`config.mk`:
```
export PLATFORM = sky130hd
export DESIGN_NAME = dmem_arbiter
export DESIGN_NICKNAME = d
export VERILOG_FILES = /design/src/rtl/dmem_arbiter.sv
export SDC_FILE = /design/constraint.sdc
export NUM_CORES = 1
export LEC_CHECK = 0
export BUFFER_PORTS_ARGS = -buffer_cell sky130_fd_sc_hd__buf_2
export CAP_MARGIN = 30
export CORE_MARGIN = 10
export CORE_UTILIZATION = 42
export CTS_CLUSTER_SIZE = 25
export DETAILED_ROUTE_END_ITERATION = 7
export PLACE_DENSITY = 0.89
export SYNTH_ARGS = -nofsm -noshare
export SYNTH_HDL_FRONTEND = slang
export SYNTH_SLANG_ARGS = --single-unit
```
`constraint.sdc`:
```
create_clock -name clock -period 2.2 [get_ports clock]
set_input_delay 0.33 -clock clock [delete_from_list [all_inputs] [get_ports clock]]
set_output_delay 0.33 -clock clock [all_outputs]
set_load 0.03 [all_outputs]
```
`src/rtl/dmem_arbiter.sv`:
```
// rtl/dmem_arbiter.sv - round-robin arbiter sharing single-port DataMem between CPU and host
module dmem_arbiter #(
  parameter int ADDR_W = 9,
  parameter int DATA_W = 16
) (
  input  logic              clock,
  input  logic              reset,
  input  logic              req0,
  input  logic              we0,
  input  logic [ADDR_W-1:0] addr0,
  input  logic [DATA_W-1:0] wdata0,
  output logic              gnt0,
  output logic              rvalid0,
  output logic [DATA_W-1:0] rdata0,
  input  logic              req1,
  input  logic              we1,
  input  logic [ADDR_W-1:0] addr1,
  input  logic [DATA_W-1:0] wdata1,
  output logic              gnt1,
  output logic              rvalid1,
  output logic [DATA_W-1:0] rdata1,
  output logic              cpu_stall,
  output logic              mem_en,
  output logic              mem_we,
  output logic [ADDR_W-1:0] mem_addr,
  output logic [DATA_W-1:0] mem_wdata,
  input  logic [DATA_W-1:0] mem_rdata
);

  typedef enum logic {IDLE, RESP} portState_t;

  portState_t        state0, state1;
  logic              last;
  logic [DATA_W-1:0] hold0, hold1;

  // Grants are gated by reset so every output reads 0 while reset is held.
  always_comb begin
    gnt0 = ~reset & req0 & (~req1 | last);
    gnt1 = ~reset & req1 & (~req0 | ~last);
  end

  always_comb begin
    mem_en    = gnt0 | gnt1;
    mem_we    = 1'b0;
    mem_addr  = '0;
    mem_wdata = '0;
    if (gnt0) begin
      mem_we    = we0;
      mem_addr  = addr0;
      mem_wdata = wdata0;
    end else if (gnt1) begin
      mem_we    = we1;
      mem_addr  = addr1;
      mem_wdata = wdata1;
    end
  end

  assign cpu_stall = ~reset & req0 & ~gnt0;
  assign rvalid0   = (state0 == RESP);
  assign rvalid1   = (state1 == RESP);

  // Memory data is only valid in the response cycle; afterwards the captured copy is shown.
  assign rdata0 = rvalid0 ? mem_rdata : hold0;
  assign rdata1 = rvalid1 ? mem_rdata : hold1;

  always_ff @(posedge clock or posedge reset) begin
    if (reset) begin
      last   <= 1'b1;
      state0 <= IDLE;
      state1 <= IDLE;
      hold0  <= '0;
      hold1  <= '0;
    end else begin
      if (gnt0) begin
        last <= 1'b0;
      end else if (gnt1) begin
        last <= 1'b1;
      end
      state0 <= (gnt0 & ~we0) ? RESP : IDLE;
      state1 <= (gnt1 & ~we1) ? RESP : IDLE;
      if (state0 == RESP) begin
        hold0 <= mem_rdata;
      end
      if (state1 == RESP) begin
        hold1 <= mem_rdata;
      end
    end
  end

endmodule
```
# ---- Word level (Yosys, flattened, before mapping)
# Cells that the tools add are included.
# Widths: inputs -> output; s select.
dict set report word_totals {
  regBits 35
  elab_cells 35
}
dict set report classes {
  bitwise_logic 17
  n_reduce_logical 1
  mux 12
}
# op n
set op_table {}
lappend op_table {{$mux 16} 4}
lappend op_table {{$mux 9} 2}
lappend op_table {{$and 1x1->1} 7}
lappend op_table {{$not 1->1} 7}
lappend op_table {{$mux 1} 6}
lappend op_table {{$or 1x1->1} 3}
lappend op_table {{$reduce_bool 2->1} 1}

# ---- Depth between registers and ports, before layout
# Gate-level depths: netlist of run 1.
dict set report logic_depth {
  word_depth 5
  depth_mapped 4
  depth_no_buf 2
}

# ---- Least setup slack after synthesis of run 1
# No wires, ideal clock.
dict set report synth_path {
  path_type {input to output}
  start {input reset}
  end {output cpu_stall}
  required_time_ns 1.870
  arrival_time_ns 1.712
  slack_ns 0.158
  cell_stages 3
  n_path_buf 1
  cell_sequence {clkbuf_1 -> inv_1 -> and3_1}
}
dict set report synth_between {
  elab_chain_cells 5
}
# item line
set synth_lines {}
lappend synth_lines {{start, declared} 7} ;# input logic reset,
lappend synth_lines {{$not 1->1 (*)} {38, 58}}
lappend synth_lines {{$and 1x1->1 (*)} {38, 58}}
lappend synth_lines {{$and 1x1->1} 38} ;# gnt0 = ~reset & req0 & (~req1 | last);
lappend synth_lines {{$not 1->1} 58} ;# assign cpu_stall = ~reset & req0 & ~gnt0;
lappend synth_lines {{$and 1x1->1 (*)} 58}
lappend synth_lines {{end, declared} 22} ;# output logic cpu_stall,
# Every way passes the cells marked *; elsewhere a longest branch is shown, timed or not.

# ---- Worst setup path in the final report of run 1
dict set report layout_path {
  start {register last}
  end {output mem_we}
}
dict set report layout_between {
  elab_chain_cells 5
}
# item line
set layout_lines {}
lappend layout_lines {{start, declared} 33} ;# logic last;
lappend layout_lines {{start signal, assigned} 68} ;# last <= 1'b1;
lappend layout_lines {{start signal, assigned} 75} ;# last <= 1'b0;
lappend layout_lines {{start signal, assigned} 77} ;# last <= 1'b1;
lappend layout_lines {{$not 1->1} 39} ;# gnt1 = ~reset & req1 & (~req0 | ~last);
lappend layout_lines {{$or 1x1->1} 39}
lappend layout_lines {{$and 1x1->1} 39}
lappend layout_lines {{$mux 1} 51} ;# end else if (gnt1) begin
lappend layout_lines {{$mux 1 (*)} 47} ;# if (gnt0) begin
lappend layout_lines {{end, declared} 24} ;# output logic mem_we,
# Marks and branches as above.

==> summary.md, run 1 <==
| Metric | Value |
|---|---|
| Status | `finished, final reports clean` |
| Clk slew on worst S/H paths | `about 0.060 ns` |
| Syn Inst Count | `178` |
| Die Wd | `roughly 90 um` |
| Detailed Route Iter0 Violations | `26` |
| Lkg Pwr | `approximately 1.4 nW` |
| Largest net degree at the start of global routing | `58` |
| Final min period | `between 2 and 2.5 ns` |
| Post-synthesis sequential area ratio | `a little over two fifths` |
| Top_reg_cell synth | `dfrtp_1` |
| Max incr delay on CP | `roughly 0.58 ns` |
| Maximum vdd drop | `between 300 and 400 uV` |
| Tcrit/Tclk final | `between 90% and 100%` |
| H-tree depth | `2` |
| Total Die Area | `approximately 0.0082 mm^2` |
| Antenna violations before repair | `0` |
| Main area contributors after synthesis | `dfrtp_1 41%, mux2_2 17%, nand2b_1 16%` |
| First-pass GRT wire length | `around 10 mm` |
| Unrepaired setup endpoints after global routing | `no` |
| Row cnt | `25` |
| Count leader, synth | `nand2b_1` |
| Most frequent cells after synthesis | `54 x nand2b_1, 34 x dfrtp_1, 32 x mux2_2, 15 x o32ai_1, 11 x o32ai_2` |
| Clock Skew | `slightly below 0.007 ns` |
| CORE AREA | `roughly 0.0048 mm^2` |
| Synth area leader | `dfrtp_1` |
| HPWL after detailed placement | `approximately 4.9 mm` |
| Fin nets | `around 380` |
| Slew @ Worst Pin | `about 0.64 ns` |
| Number of antenna diodes | `0` |
| GPL Wtd Cong | `around 0.74` |
| Max Fclk | `0.481 GHz` |
| EDFF count, synth | `0` |
| Gr usage total | `~14%` |
| Final hold vios | `0` |
| Post-Synthesis Cell Area | `approximately 0.0021 mm^2` |
| Max transition margin | `between 50% and 60%` |
| Endpoint class of the critical path | `output pin` |
| Syn Nets | `250` |
| Clock Sink Count | `35` |
| Vias in the first global route | `between 2,000 and 2,500` |
| Top cell type's share of synthesized area | `between 40% and 50%` |
| 1st-pass router iterations | `4` |
| Req. time, crit path | `between 1.5 and 2 ns` |
| Total negative setup slack | `0 ns` |
| Cts hold-fix bufs | `0` |
| Hold Path Class | `in -> reg` |
| CTS tree | `done` |
| WP buf/inv | `2` |
| Place WS | `roughly 0.45 ns` |
| Height of the chip | `roughly 90 um` |
| Synthesized area per cell | `approximately 12 um^2` |
| Total gr overflow | `0` |
| Max Slew Vio Count | `0` |
| Post-route setup slack | `0.122 ns` |
| Nature of the critical path startpoint | `flop` |
| PortBufs | `~140` |
| Starting Density | `a little over two fifths` |
| Post-CTS Resized | `0` |
| Max_cap viols | `0` |
| Yosys warns | `0` |
| TritonCTS buffer count | `5` |
| Latest clock arrival within the worst-skew pair | `about 0.27 ns` |
| Post-CTS setup buffers | `0` |
| Critical path, cell by cell | `nor2b_2 > buf_4 > o32ai_1 > buf_2` |
| Maximum clock path buffer count | `2` |
| Critical path class | `reg -> out` |
| Post-synthesis register bit count | `35` |
| Total routed wirelength | `between 6 and 7 mm` |
| CP top delay family | `flip-flops` |
| Worst EP arrival | `around 1.8 ns` |
| Via Count | `1,862` |
| CP Max Fanout | `29` |
| Clock root buffer | `clkbuf_8` |
| Slowest cell on crit path | `dfstp_2` |
| P&R area growth vs syn | `36.6%` |
| Share of layout cells above drive strength 1 | `around 62%` |
| I/O Pins | `roughly 140` |
| Wire per inst | `about 17 um` |
| Pwr Density | `slightly above 800 mW/mm^2` |
| Vias/cell | `roughly 5.0` |
| Drc violations | `0` |
| Setup violations, final | `0` |
| Final ANT Viol Nets | `0` |
| Synth async-reset ratio | `100%` |
| Yosys cell types | `21` |
[routing by layer]
layer	wire length, um	GRT usage (%)
met1	2660	16.3
met2	3030	24.5
met3	488	5.32
met4	27	4.38
met5	0	0
[placed cells by master, fill, tap and decap left out, drive strengths merged]
cell | netlist | final
buf | 13 | 140
dfstp | 1 | 1
a21o | 1 | 1
nor2 | 3 | 3
a21bo | 1 | 1
o32ai | 26 | 26
dfrtp | 34 | 34
nor3b | 1 | 1
nor2b | 1 | 1
nand2b | 54 | 54
and3 | 1 | 1
a21oi | 1 | 1
clkbuf | 5 | 8
nor3 | 1 | 1
mux2 | 32 | 32
a211oi | 1 | 1
inv | 2 | 2
[registers in the layout (all words and copies together), names as in the netlist]
signal,cells
hold1,16
last,1
hold0,16
rvalid1,1
rvalid0,1
[kinds of logic after synthesis]
logic type,count (synthesis),share of synthesized area (%)
multiplexers,32,17.3
AO/OA/AOI/OAI,30,16.4
AND/OR/NAND/NOR,61,18.1
buffers and inverters,20,5.96
flip-flops,35,42.2
[final timing paths]
kind                            startpoint  endpoint  slack (ns)  cells past startpoint
worst max-delay path                  last    mem_we        0.12                      4
worst min-delay path                   we1   rvalid1        0.24                      2
worst max register to register        last   rvalid0        1.04                      3
worst min register to register    hold0[6]  hold0[6]        0.49                      1
max in group asynchronous            reset      last        1.38                      3
min in group asynchronous            reset   rvalid0        0.50                      3
[metrics by stage]
step                      utilization, %  power, W  hold slack (ns)  std cells  area, um^2
after CTS                           59.7   0.00236            0.225        375        2840
after floorplan                        -   0.00161            0.402        178        2080
after global routing                59.7   0.00245            0.237        375        2840
after detailed placement            58.0   0.00193            0.482        367        2760
final                               59.7   0.00233            0.235        375        2840
after global placement              58.0   0.00189            0.476        367        2760
[final cells by class]
cell class	count	area [um^2]
fill	395	1920
inverter	2	7.51
timing repair buffer	140	713
sequential	35	877
multi-input combinational	123	1080
tap	67	83.8
clock buffer	8	80.1
[where the power goes]
part | switching, W | internal (W)
logic | 0.000701 | 0.000363
registers | 0.0000440 | 0.000798
clock network | 0.000195 | 0.000224
total | 0.000940 | 0.00139
Note: power is estimated with default switching activity, not from simulation.
==> inputs of run 2 (changes only) <==
==> constraint.sdc (replaced) <==
create_clock -name clock -period 2.2 [get_ports clock]
set_input_delay 0 -clock clock [delete_from_list [all_inputs] [get_ports clock]]
set_output_delay 0 -clock clock [all_outputs]
set_load 0.03 [all_outputs]
==> summary.md, run 2 (synthesis gave the netlist of run 1 again) <==
| Metric | Value |
|---|---|
| Die Wd | `between 90 and 100 um` |
| PortBufs | `135` |
| Lkg Pwr | `~1.5 nW` |
| Most used routing layer in global routing | `met2` |
| Number of antenna diodes | `0` |
| Gr usage total | `16.1%` |
| Grt met2 use | `29.6%` |
| CP Max Fanout | `29` |
| Clk slew on worst S/H paths | `about 0.070 ns` |
| Largest net degree at the start of global routing | `58` |
| I/O Pins | `136` |
| Fillers | `about 370` |
| Row cnt | `25` |
| CTS tree | `done` |
| Slew @ Worst Pin | `between 0.7 and 0.8 ns` |
| Post-CTS Resized | `0` |
| Setup violations, final | `0` |
| Max transition margin | `between 50% and 60%` |
| Final ANT Viol Nets | `0` |
| P&R area growth vs syn | `44.6%` |
| Most common cell after layout, fill and taps aside | `buf_2` |
| Vias in the first global route | `2,106` |
| Total Power | `0.00244 W` |
| Worst R2R End | `hold1[8]` |
| Max_cap viols | `0` |
| Maximum vdd drop | `~330 uV` |
| Req. time, crit path | `between 2 and 2.5 ns` |
| Area after DPL | `approximately 0.0027 mm^2` |
| Hold Path Class | `in -> reg` |
| Clock Skew | `about 0.0041 ns` |
| First-pass GRT wire length | `~11 mm` |
| Met3 Usage GRT | `5.57%` |
| Total gr overflow | `0` |
| Vias/cell | `~4.9` |
| Fin nets | `roughly 390` |
| Drc violations | `0` |
| 1st-pass router iterations | `4` |
| Endpoint class of the critical path | `output pin` |
| Wire per inst | `~18 um` |
| Hold Crit Endpoint | `hold0[9]` |
| Worst hold stages | `2` |
| Via Count | `1,916` |
| Final hold vios | `0` |
| Detailed Route Iter0 Violations | `40` |
| Most frequent cells in the layout | `135 x buf_2, 54 x nand2b_1, 34 x dfrtp_1` |
| Max Slew Vio Count | `0` |
| Reg2reg setup slack | `between 0.8 and 0.9 ns` |
| Status | `finished, final reports clean` |
| Starting Density | `43.7%` |
| Clock Sink Count | `35` |
| Biggest regs | `hold0: 16 flops, hold1: 16 flops` |
| Unrepaired setup endpoints after global routing | `no` |
| Final instance area | `0.00300 mm^2` |
| Total Die Area | `0.00816 mm^2` |
| CORE AREA | `roughly 0.0048 mm^2` |
| Total negative setup slack | `0 ns` |
| H-tree depth | `2` |
| Antenna violations before repair | `0` |
| Max Fclk | `0.576 GHz` |
| Latest clock arrival within the worst-skew pair | `0.27 ns` |
| Total routed wirelength | `7.02 mm` |
| Nature of the critical path startpoint | `flop` |
| Seq. cell area | `877 um^2` |
| Pwr Density | `about 800 mW/mm^2` |
| Final min period | `1.74 ns` |
| Worst Reg2Reg Path Length in Cells | `1` |
| Multi-input gate area | `0.00108 mm^2` |
| HPWL after detailed placement | `roughly 4.9 mm` |
| Worst EP arrival | `approximately 1.7 ns` |
| TritonCTS buffer count | `5` |
| Clock root buffer | `clkbuf_8` |
| Tcrit/Tclk final | `~80%` |
| Maximum clock path buffer count | `2` |
| Share of layout cells above drive strength 1 | `approximately 59%` |
| M1 GR Usage | `between 10% and 20%` |
| GPL Wtd Cong | `around 0.76` |
| Reg2reg start | `rvalid1` |
| Height of the chip | `around 90 um` |
| Min-delay src | `mem_rdata[9]` |
| Critical path class | `reg -> out` |
run 2: cell types whose count changed in the layout (fill, tap and decap cells not counted):
cell | previous run | this run
buf_4 | 5 | 3
clkbuf_1 | 3 | 1
clkbuf_8 | 5 | 7
dlygate4sd3_1 | 0 | 16
run 2: final cells by class:
cell class | count | area share [%]
clock buffers | 8 | 3.33
well taps | 67 | 2.79
repair buffers | 154 | 28.6
flip-flops and latches | 35 | 29.2
inverters | 2 | 0.250
multi-input cells | 123 | 35.9
run 2: repair_timing:
item                                    4_1_cts  5_1_grt
endpoints found under the setup margin        0        0
buffers inserted                              0        0
hold buffers                                 16        0
endpoints found under the hold margin        24        0
run 2: critical path, stage by stage (launching register included):
cell and delay [ns]:
dfstp_2 0.59, nor2b_2 0.05, buf_4 0.24, o32ai_1 0.31
buf_2 0.26
run 2: power by group:
part | switching, W | internal [W] | leakage, nW
combinational | 0.000712 | 0.000380 | 0.991
sequential | 0.0000614 | 0.000798 | 0.418
clock | 0.000204 | 0.000285 | 0.0515
total | 0.000978 | 0.00146 | 1.46
run 2: layer usage:
| metal | up-vias | wire (um) |
|---|---|---|
| met5 | - | 0 |
| met4 | 0 | 51 |
| met3 | 6 | 588 |
| met2 | 103 | 3550 |
| met1 | 886 | 2830 |
| li1 | 921 | - |
run 2: worst max-delay path by stage:
| stage | start | endpoint | slack, ns | cells past startpoint |
|---|---|---|---|---|
| final | last | mem_we | 0.46 | 4 |
| after global routing | last | mem_we | 0.32 | 4 |
| after CTS | last | mem_we | 0.45 | 4 |
| after detailed placement | last | mem_we | 0.77 | 4 |
| after global placement | last | mem_wdata[10] | 0.81 | 4 |
| after floorplan | last | mem_wdata[10] | 0.58 | 3 |
run 2: metrics by stage:
stage / util (%) / hold WS (ns) / setup slack (ns) / instances
3_3_place_gp: 57.7 / 0.183 / 0.807 / 365
4_1_cts: 63.2 / 0.000645 / 0.450 / 389
3_5_place_dp: 57.7 / 0.184 / 0.769 / 365
5_1_grt: 63.2 / 0.00258 / 0.320 / 389
2_1_floorplan: - / 0.0724 / 0.582 / 178
6_report: 63.2 / 0.00789 / 0.464 / 389
